**src/rtl/serial_adder_ctrl.sv**
```systemverilog
// Bit-serial sequencer around one shared 3-input ones-counter cell: presents one
// operand bit slice per step, holds it for SETTLE cycles, and feeds y1 back as carry.
module serial_adder_ctrl #(
    parameter int N      = 8,
    parameter int SETTLE = 1
) (
    input  logic         clk,
    input  logic         rst_n,
    input  logic         start,
    input  logic [N-1:0] a_in,
    input  logic [N-1:0] b_in,
    input  logic         cin,
    output logic         busy,
    output logic         done,
    output logic [N-1:0] sum,
    output logic         cout,
    output logic         cell_a,
    output logic         cell_b,
    output logic         cell_c,
    input  logic         cell_y0,
    input  logic         cell_y1
);

    localparam int IW = $clog2(N);
    localparam int CW = (SETTLE > 1) ? $clog2(SETTLE) : 1;
    localparam logic [IW-1:0] IDX_LAST = IW'(N - 1);
    localparam logic [CW-1:0] CNT_INIT = CW'(SETTLE - 1);

    typedef enum logic [1:0] {
        IDLE = 2'd0,
        RUN  = 2'd1,
        DONE = 2'd2
    } state_t;

    state_t          state_reg, state_next;
    logic [N-1:0]    opa_reg, opa_next;
    logic [N-1:0]    opb_reg, opb_next;
    logic            carry_reg, carry_next;
    logic [IW-1:0]   idx_reg, idx_next;
    logic [CW-1:0]   cnt_reg, cnt_next;
    logic [N-1:0]    sum_reg, sum_next;
    logic            cout_reg, cout_next;

    always_ff @(posedge clk) begin
        if (!rst_n) begin
            state_reg <= IDLE;
            opa_reg   <= '0;
            opb_reg   <= '0;
            carry_reg <= 1'b0;
            idx_reg   <= '0;
            cnt_reg   <= '0;
            sum_reg   <= '0;
            cout_reg  <= 1'b0;
        end else begin
            state_reg <= state_next;
            opa_reg   <= opa_next;
            opb_reg   <= opb_next;
            carry_reg <= carry_next;
            idx_reg   <= idx_next;
            cnt_reg   <= cnt_next;
            sum_reg   <= sum_next;
            cout_reg  <= cout_next;
        end
    end

    always_comb begin
        state_next = state_reg;
        opa_next   = opa_reg;
        opb_next   = opb_reg;
        carry_next = carry_reg;
        idx_next   = idx_reg;
        cnt_next   = cnt_reg;
        sum_next   = sum_reg;
        cout_next  = cout_reg;
        busy       = 1'b0;
        done       = 1'b0;
        cell_a     = 1'b0;
        cell_b     = 1'b0;
        cell_c     = 1'b0;

        case (state_reg)
            IDLE: begin
                if (start) begin
                    opa_next   = a_in;
                    opb_next   = b_in;
                    carry_next = cin;
                    idx_next   = '0;
                    cnt_next   = CNT_INIT;
                    sum_next   = '0;
                    cout_next  = 1'b0;
                    state_next = RUN;
                end
            end
            RUN: begin
                busy   = 1'b1;
                cell_a = opa_reg[idx_reg];
                cell_b = opb_reg[idx_reg];
                cell_c = carry_reg;
                // The cell outputs are only trusted once the inputs have been held SETTLE cycles.
                if (cnt_reg != '0) begin
                    cnt_next = cnt_reg - CW'(1);
                end else begin
                    sum_next[idx_reg] = cell_y0;
                    carry_next        = cell_y1;
                    if (idx_reg == IDX_LAST) begin
                        cout_next  = cell_y1;
                        state_next = DONE;
                    end else begin
                        idx_next = idx_reg + IW'(1);
                        cnt_next = CNT_INIT;
                    end
                end
            end
            DONE: begin
                done       = 1'b1;
                state_next = IDLE;
            end
            default: begin
                state_next = IDLE;
            end
        endcase
    end

    assign sum  = sum_reg;
    assign cout = cout_reg;

endmodule

```
**config.mk**
```make
export PLATFORM = sky130hd
export DESIGN_NAME = serial_adder_ctrl
export DESIGN_NICKNAME = d
export VERILOG_FILES = /design/src/rtl/serial_adder_ctrl.sv
export SDC_FILE = /design/constraint.sdc
export NUM_CORES = 1
export LEC_CHECK = 0
export CAP_MARGIN = 20
export CORE_MARGIN = 2
export CORE_UTILIZATION = 55
export CTS_BUF_LIST = sky130_fd_sc_hd__clkbuf_4
export DETAILED_ROUTE_END_ITERATION = 10
export GPL_TIMING_DRIVEN = 1
export PLACE_DENSITY = 0.89
export SETUP_SLACK_MARGIN = 0.02
export SYNTH_ARGS = -nofsm -noshare
export SYNTH_HDL_FRONTEND = slang
export SYNTH_SLANG_ARGS = --single-unit
```
**constraint.sdc**
```tcl
create_clock -name clk -period 2.45 [get_ports clk]
set_input_delay 0.3675 -clock clk [delete_from_list [all_inputs] [get_ports clk]]
set_output_delay 0.3675 -clock clk [all_outputs]
set_load 0.005 [all_outputs]
```
# ---- After elaboration in Yosys (flattened, before gate mapping)
# Cells that the tools add are included.
dict set report word_totals {
  reg_bits 32
}
dict set report op_classes {
  n_addsub 2
  n_lt_le_gt_ge 2
  eq_ne 7
  n_mux 32
  n_reduce_logical 9
}
# op n
set op_table {}
lappend op_table {{8-bit two-way mux} 2}
lappend op_table {{8-bit case mux with 2 select lines} 1}
lappend op_table {{1-bit two-way mux} 14}
lappend op_table {{3-bit two-way mux} 3}
lappend op_table {{8-bit bitwise mux} 1}
lappend op_table {{2-bit != test, second input constant} 4}
lappend op_table {{4-bit AND reduction} 2}
lappend op_table {{1-bit binary-select mux with 3-bit select} 2}
lappend op_table {{2-bit two-way mux} 3}
lappend op_table {{1-bit case mux with 2 select lines} 3}
lappend op_table {{3-bit case mux with 2 select lines} 1}
lappend op_table {{3-bit AND reduction} 2}
lappend op_table {{3-bit by 4-bit < comparator with 1-bit output, second input constant} 1}
lappend op_table {{2-bit case mux with 2 select lines} 1}
lappend op_table {{2-bit AND reduction} 2}
lappend op_table {{3-bit by 1-bit adder with 3-bit output, second input constant} 1}
lappend op_table {{1-bit demux with 3-bit select} 1}
lappend op_table {{3-bit == test, second input constant} 1}
lappend op_table {{3-bit by 1-bit greater-or-equal comparator with 1-bit output, second input constant} 1}
lappend op_table {{2-bit by 1-bit == test with 1-bit output, second input constant} 1}
lappend op_table {{2-bit == test, second input constant} 1}
lappend op_table {{2-bit zero test} 1}
lappend op_table {{2-bit nonzero test} 1}
lappend op_table {{1-bit logical AND} 1}
lappend op_table {{1-bit subtractor, second input constant} 1}

# ---- Logic depth before layout (Yosys ltp)
# Gate-level depths: netlist of run 1.
dict set report logic_depth {
  word_depth 7
  ltp_mapped 5
}

# ---- Worst setup path before layout of run 1
# Ideal clock, no wire load.
dict set report synth_path {
  kind {register to register}
  startpoint {register idx_reg[0]}
  endpoint {register idx_reg[0]}
  t_arrival_ps 1529
  t_required_ps 2335
  path_slack_ps 807
  stages_incl_launch_ff 6
  path_buffers 0
  cell_sequence {dfxtp_1 > ha_1 > ha_1 > or3b_1 > and3_1 > o21a_1}
}
dict set report synth_via {
  elab_chain_len 4
}
# element line
set synth_lines {}
lappend synth_lines {{start: declaration} 39} ;# logic [IW-1:0] idx_reg, idx_next;
lappend synth_lines {{start signal: assignment} 59} ;# idx_reg <= idx_next;
lappend synth_lines {{3-bit by 1-bit adder with 3-bit output} 109} ;# idx_next = idx_reg + IW'(1);
lappend synth_lines {{3-bit two-way mux} 105} ;# if (idx_reg == IDX_LAST) begin
lappend synth_lines {{3-bit two-way mux} 100} ;# if (cnt_reg != '0) begin
lappend synth_lines {{3-bit case mux with 2 select lines} 81} ;# case (state_reg)
# Parallel ways exist; a longest one is shown, timed or not. The select of a mux whose other input is x is not followed.
# A chain may end at the register's enable or synchronous reset.

# ---- Worst setup path in the final report of run 1
dict set report layout_path {
  startpoint {register idx_reg[1]}
  endpoint {output port cell_a}
}
dict set report layout_via {
  elab_chain_len 3
}
# element line
set layout_lines {}
lappend layout_lines {{1-bit binary-select mux with 3-bit select} 96} ;# cell_a = opa_reg[idx_reg];
lappend layout_lines {{1-bit two-way mux (not written as such)} 96}
lappend layout_lines {{1-bit two-way mux} 81}
lappend layout_lines {{end: declaration} 17} ;# output logic cell_a,
# Every way passes these cells. The select of a mux whose other input is x is not followed.

==> summary.txt, run 1 <==
Final layout
  – P&R area growth vs syn: 26.9%
  – Register Area: ~630 µm²
  – Area of the multi-input gates: just over 800 µm²
  – Antenna cells: 0
  – Post-route insts no fill: approximately 230
  – Fraction of layout instances using a drive strength above 1: 0.104
  – Nets: 226
  – Finished Core Util: 0.717
  – FILL cells: 221
  – Most frequent cells in the layout: 35 x nand2_1, 35 x clkdlybuf4s50_1, 29 x a21boi_1

Setup path
  – CP Cell Sequence: nor2b_1, a2111oi_0, nor4_1, clkdlybuf4s50_1
  – Critical Path Source: idx_reg[1]
  – CP required: between 2000 and 2500 ps
  – Buf/Inv on CP: 1
  – Slowest stage delay, CP: roughly 500 ps
  – Crit path DAT: 1920 ps
  – CP endpoint kind: primary output
  – Critical Path Fanout Max: 9
  – R2r startpoint: idx_reg[0]
  – Setup CP Type: reg -> out
  – CP delay by family, top: compound AO/OA/AOI/OAI gates
  – Worst setup SP type: register
  – CP max-delay cell: a2111oi_0

Pwr
  – Static leakage: approximately 0.7 nW
  – P per Cell Area: a little over 500 nW/µm²
  – Worst VDD drop: approximately 0.49 mV
  – Total Power: between 0.9 and 1 mW

Clock tree
  – H-tree depth: 2
  – Clock-pin slew on the worst setup and hold paths: ~90 ps
  – CTS hold repair buffers: 0
  – Root Driver: clkbuf_4
  – Cts bufs inserted: 5
  – CTS Sinks: 31
  – CTS tree: yes
  – Latest clock arrival within the worst-skew pair: roughly 330 ps
  – CTS Buffer Depth: 2

Placement
  – Port Buf Inserts: 35
  – Placed cells: 224
  – Hpwl dp: 2.37 mm
  – Placer Congestion: roughly 0.73
  – Setup WS pre-CTS: 224 ps

Global routing
  – First-pass GRT wire length: around 5.6 mm
  – Vias in the first global route: ~1300
  – Total global-route track usage: 0.227
  – Antenna violations before repair: 0
  – Gr ovfl total: 0
  – Largest net degree at the start of global routing: 32

Hold path
  – Hold wc startpoint: carry_reg
  – Worst hold path type: reg -> reg

Timing
  – Max-Slew Margin vs Limit: 0.417
  – Worst setup margin: 163 ps
  – Setup TNS: 0 ps
  – Worst Tran Pin Value: 871 ps
  – Highest clock rate: 437 MHz
  – Final setup viols: 0
  – Setup skew after layout: around 5.2 ps
  – Max-slew violation count: 0
  – RSZ-0062 raised after global routing: no
  – Final Critical Period: approximately 2300 ps
  – Final period util: 0.933
  – Hold Vio Cnt, Final: 0

Floorplanning
  – DIE AREA: between 3000 and 4000 µm²
  – Core ar.: ~2700 µm²
  – Die X-Extent: roughly 57 µm
  – Starting Density: 0.565
  – Die Y-Extent: roughly 57 µm
  – Num rows: 19
  – Ports: 36

Detailed routing
  – Drt via density: 5.80
  – Via count: 1352
  – Initial drt markers: 30
  – DRC errors left: 0
  – Wire length per cell: between 10 and 15 µm
  – First-pass DRT Iterations: 4
  – Antenna-violating nets left: 0
  – Routed WL: around 3.3 mm

Synth
  – Synth Cell Area: roughly 1500 µm²
  – Cell count after synthesis: 169
  – Most used DFF post-synth: dfxtp_1
  – Seq cells post-synth: 31
  – Syn_area_per_cell: approximately 9.0 µm²
  – Seq/Total Area, Yosys: 0.409
  – Ys Warns: 0
  – Post-synth ARST share: 0
  – Post-synth EDFFs: 0
  – Syn Nets: just under 200
  – Unique masters post-synth: 32

Run status
  – Status: finished, final reports clean

Run
  – Max cap viols: 0
-- area by class of cell --
type / count / share of cell area
clock inverter: 1 / 0.00260
tap: 31 / 0.0201
timing repair buffer: 39 / 0.198
clock buffer: 7 / 0.0273
inverter: 2 / 0.00390
sequential: 31 / 0.326
multi-input combinational: 122 / 0.423
-- cell usage after synthesis, types with 3 or more instances --
| library cell | count | area share |
|---|---|---|
| a21boi_1 | 29 | 0.14 |
| buf_2 | 5 | 0.016 |
| clkbuf_1 | 6 | 0.015 |
| dfxtp_1 | 31 | 0.41 |
| ha_1 | 3 | 0.025 |
| mux4_2 | 3 | 0.045 |
| nand2_1 | 35 | 0.087 |
| nand2b_1 | 3 | 0.012 |
| nand3_1 | 9 | 0.030 |
| nand4_1 | 4 | 0.016 |
| nor2_1 | 3 | 0.0074 |
| nor2b_1 | 5 | 0.021 |
| nor3b_1 | 3 | 0.015 |
| o211ai_1 | 5 | 0.025 |
| o311ai_1 | 4 | 0.023 |
-- report_power, final --
| group | switching (mW) | internal (mW) |
|---|---|---|
| clock network | 0.168 | 0.134 |
| logic | 0.0654 | 0.0821 |
| registers | 0.0181 | 0.526 |
| total | 0.252 | 0.742 |
-- worst paths after layout --
kind | slack, ps | to | depth (start not counted)
hold reg to reg | 460 | carry_reg | 2
setup / recovery | 160 | cell_a | 4
hold / removal | 460 | carry_reg | 2
setup reg to reg | 510 | idx_reg[0] | 6
-- tightest hold or removal path, delay by kind of cell (launching register included) --
kind | cells | cell delay [ps]
AOI/OAI and AO/OA | 1 | 50
DFF | 1 | 310
and+or+nand+nor | 1 | 60
-- through the flow --
step                      hold WS [ps]  cell area [µm²]
after global routing               481             1930
after floorplan                    430             1520
after global placement             440             1850
after CTS                          464             1920
after detailed placement           451             1850
final                              461             1930
-- routing by layer --
| layer | part of all wire | vias up | track usage |
|---|---|---|---|
| met3 | 0.059 | 11 | 0.0737 |
| li1 | - | 661 | - |
| met5 | 0 | - | 0 |
| met4 | 0.023 | 0 | 0.0952 |
| met2 | 0.52 | 51 | 0.420 |
| met1 | 0.40 | 629 | 0.229 |
-- timing repair --
item | in CTS | in global routing
setup buffers | 0 | 1
endpoints found under the setup margin | 2 | 2
resized for setup | 2 | 2
-- kinds of logic (layout without fill, tap and decap cells) --
logic type | Yosys count | after routing | share of synthesized area
and+or+nand+nor | 73 | 73 | 0.246
AOI/OAI and AO/OA | 41 | 41 | 0.207
DFF | 31 | 31 | 0.409
buffers and inverters | 16 | 49 | 0.0544
muxes | 5 | 5 | 0.0585
adders and majority gates | 3 | 3 | 0.0247
No activity file was read; power rests on OpenSTA's default activity.
==> inputs of run 2 (changes only) <==
Settings changed: ABC_CLOCK_PERIOD_IN_PS from default to 2450, CORE_UTILIZATION 55 to 34, PLACE_DENSITY 0.89 to 0.6.
==> run 2 against run 1 <==
Compared with the run above: cell area increased by 2.0%; first-iteration DRC count increased by 10%; worst setup slack got worse by 31 ps; clock skew increased by 2.3 ps; maximum frequency decreased by 1.3%; global-route usage decreased by 9.4 points; final cell count increased by 8.6%; sequential power about the same; register-to-register slack improved by 40 ps; wire length decreased by 7.2%; total power increased by 7.7%; via count decreased by 7.2%; largest power group unchanged.
==> summary.txt, run 2 (same netlist as run 1, synthesis figures left out) <==
Detailed routing
  – Initial drt markers: 33
  – Drt via density: 4.96
  – Met3 WL post-DR: 151 µm
  – Antenna-violating nets left: 0
  – Routed WL: 3.08 mm
  – Wire length per cell: 12.2 µm
  – DRC errors left: 0
  – First-pass DRT Iterations: 4
  – Top Metal Used: met4
  – Met1 wire length: 1.38 mm
  – Via count: between 1000 and 1500
  – DR WL met2: 1.52 mm

Clock tree
  – H-tree depth: 2
  – Postcts setup bufs: 0
  – CTS Sinks: 31
  – Latest clock arrival within the worst-skew pair: roughly 320 ps
  – CTS tree: yes
  – Cts bufs inserted: 5
  – Root Driver: clkbuf_4
  – CTS hold repair buffers: 0
  – Clock-pin slew on the worst setup and hold paths: 90 ps
  – CTS Buffer Depth: 2

Setup path
  – CP required: about 2100 ps
  – CP max-delay cell: clkdlybuf4s50_1
  – CP Cell Sequence: nand2b_1, nor4_1, clkdlybuf4s50_1
  – Critical Path Fanout Max: 12
  – Levels on crit path: 3
  – Buf/Inv on CP: 1
  – Slowest stage delay, CP: ~560 ps
  – Worst r2r path cells: 6
  – Crit path DAT: around 2000 ps
  – CP delay by family, top: simple AND/OR/NAND/NOR gates
  – Worst setup SP type: register
  – Setup CP Type: reg -> out
  – CP endpoint kind: primary output

Pwr
  – P per Cell Area: 545 nW/µm²
  – Logic pwr share: 0.135
  – Static leakage: around 0.7 nW
  – Switch share: 0.236
  – Internal Pwr Total: roughly 0.8 mW
  – Seq pwr share: 0.507
  – Clock power share: 0.357
  – Sw Pwr: 0.252 mW
  – Worst VDD drop: 0.273 mV

Final layout
  – Post-route insts no fill: approximately 250
  – Most frequent cells in the layout: 35 x nand2_1, 35 x clkdlybuf4s50_1, 29 x a21boi_1
  – Nets: around 230
  – P&R area growth vs syn: 29.4%
  – Fraction of layout instances using a drive strength above 1: 0.0945
  – FILL cells: approximately 450
  – Antenna cells: 0

Timing
  – Final period util: 0.946
  – RSZ-0062 raised after global routing: no
  – Final Critical Period: between 2000 and 2500 ps
  – Max-slew violation count: 0
  – Worst setup margin: 132 ps
  – Worst Tran Pin Value: 861 ps
  – Setup TNS: 0 ps
  – Final setup viols: 0
  – Hold Vio Cnt, Final: 0
  – Setup skew after layout: ~7.5 ps
  – Highest clock rate: ~430 MHz
  – Max-Slew Margin vs Limit: 0.424

Placement
  – Placed cells: between 200 and 250
  – Placer Congestion: 0.754
  – Hpwl dp: ~2.2 mm
  – Port Buf Inserts: 35
  – Setup WS pre-CTS: 384 ps

Floorplanning
  – Die X-Extent: 70.8 µm
  – Starting Density: 0.351
  – Num rows: 24
  – DIE AREA: 5010 µm²
  – Ports: 36
  – Core ar.: 4320 µm²
  – Die Y-Extent: around 71 µm

Run
  – Max cap viols: 0

Run status
  – Status: finished, final reports clean

Global routing
  – First-pass GRT wire length: between 5 and 6 mm
  – Gr ovfl total: 0
  – Antenna violations before repair: 0
  – Total global-route track usage: 0.133
  – Vias in the first global route: ~1200
  – Largest net degree at the start of global routing: 32

Hold path
  – Worst hold path type: reg -> reg
  – Hold Crit Depth: 2
run 2: changes by cell type in the layout (fill, tap and decap cells not counted), sizes merged:
cell	change
buf	-1
bufinv	+1
clkbuf	-2
clkinv	+1
run 2: power groups by stage:
| stage | clock network [mW] | logic, mW | registers (mW) |
|---|---|---|---|
| after floorplan | 0 | 0.0953 | 0.546 |
| after global placement | 0 | 0.144 | 0.554 |
| after detailed placement | 0 | 0.146 | 0.554 |
| after CTS | 0.397 | 0.147 | 0.543 |
| after global routing | 0.414 | 0.162 | 0.547 |
| final | 0.382 | 0.145 | 0.543 |
run 2: final timing paths:
path / start / endpoint / slack, ps
max: state_reg[1] / cell_a / 130
min: opb_reg[6] / opb_reg[6] / 460
max reg2reg: idx_reg[0] / idx_reg[0] / 550
min reg2reg: opb_reg[6] / opb_reg[6] / 460
run 2: repair_timing:
action,4_1_cts,5_1_grt
gates resized for setup,1,3
endpoints found under the hold margin,0,0
endpoints found under the setup margin,1,2
run 2: worst min-delay path: cells and delay by family (launching register included):
family	cells	cell delay, ps
AO/OA/AOI/OAI	1	50
flip-flops	1	320
AND/OR/NAND/NOR	1	50
run 2: stage by stage:
stage	area (µm²)	hold slack, ps	util	power (mW)
finish	1960	456	0.454	1.07
global placement	1880	448	0.435	0.698
floorplan	1520	430	-	0.642
detailed placement	1880	444	0.435	0.700
CTS	1960	458	0.453	1.09
global route	1960	485	0.454	1.12
run 2: metal layers:
layer  track usage  up-vias
li1              -      657
met1         0.151      565
met2         0.236       28
met3        0.0442        4
met4        0.0440        0
met5             0        -
run 2: final cells by class:
type | instances | area [µm²] | share of cell area
multi-input combinational | 122 | 815 | 0.415
sequential | 31 | 624 | 0.318
timing repair buffer | 38 | 377 | 0.192
tap | 52 | 65.1 | 0.0331
clock inverter | 3 | 38.8 | 0.0197
clock buffer | 5 | 37.5 | 0.0191
inverter | 2 | 7.51 | 0.00382
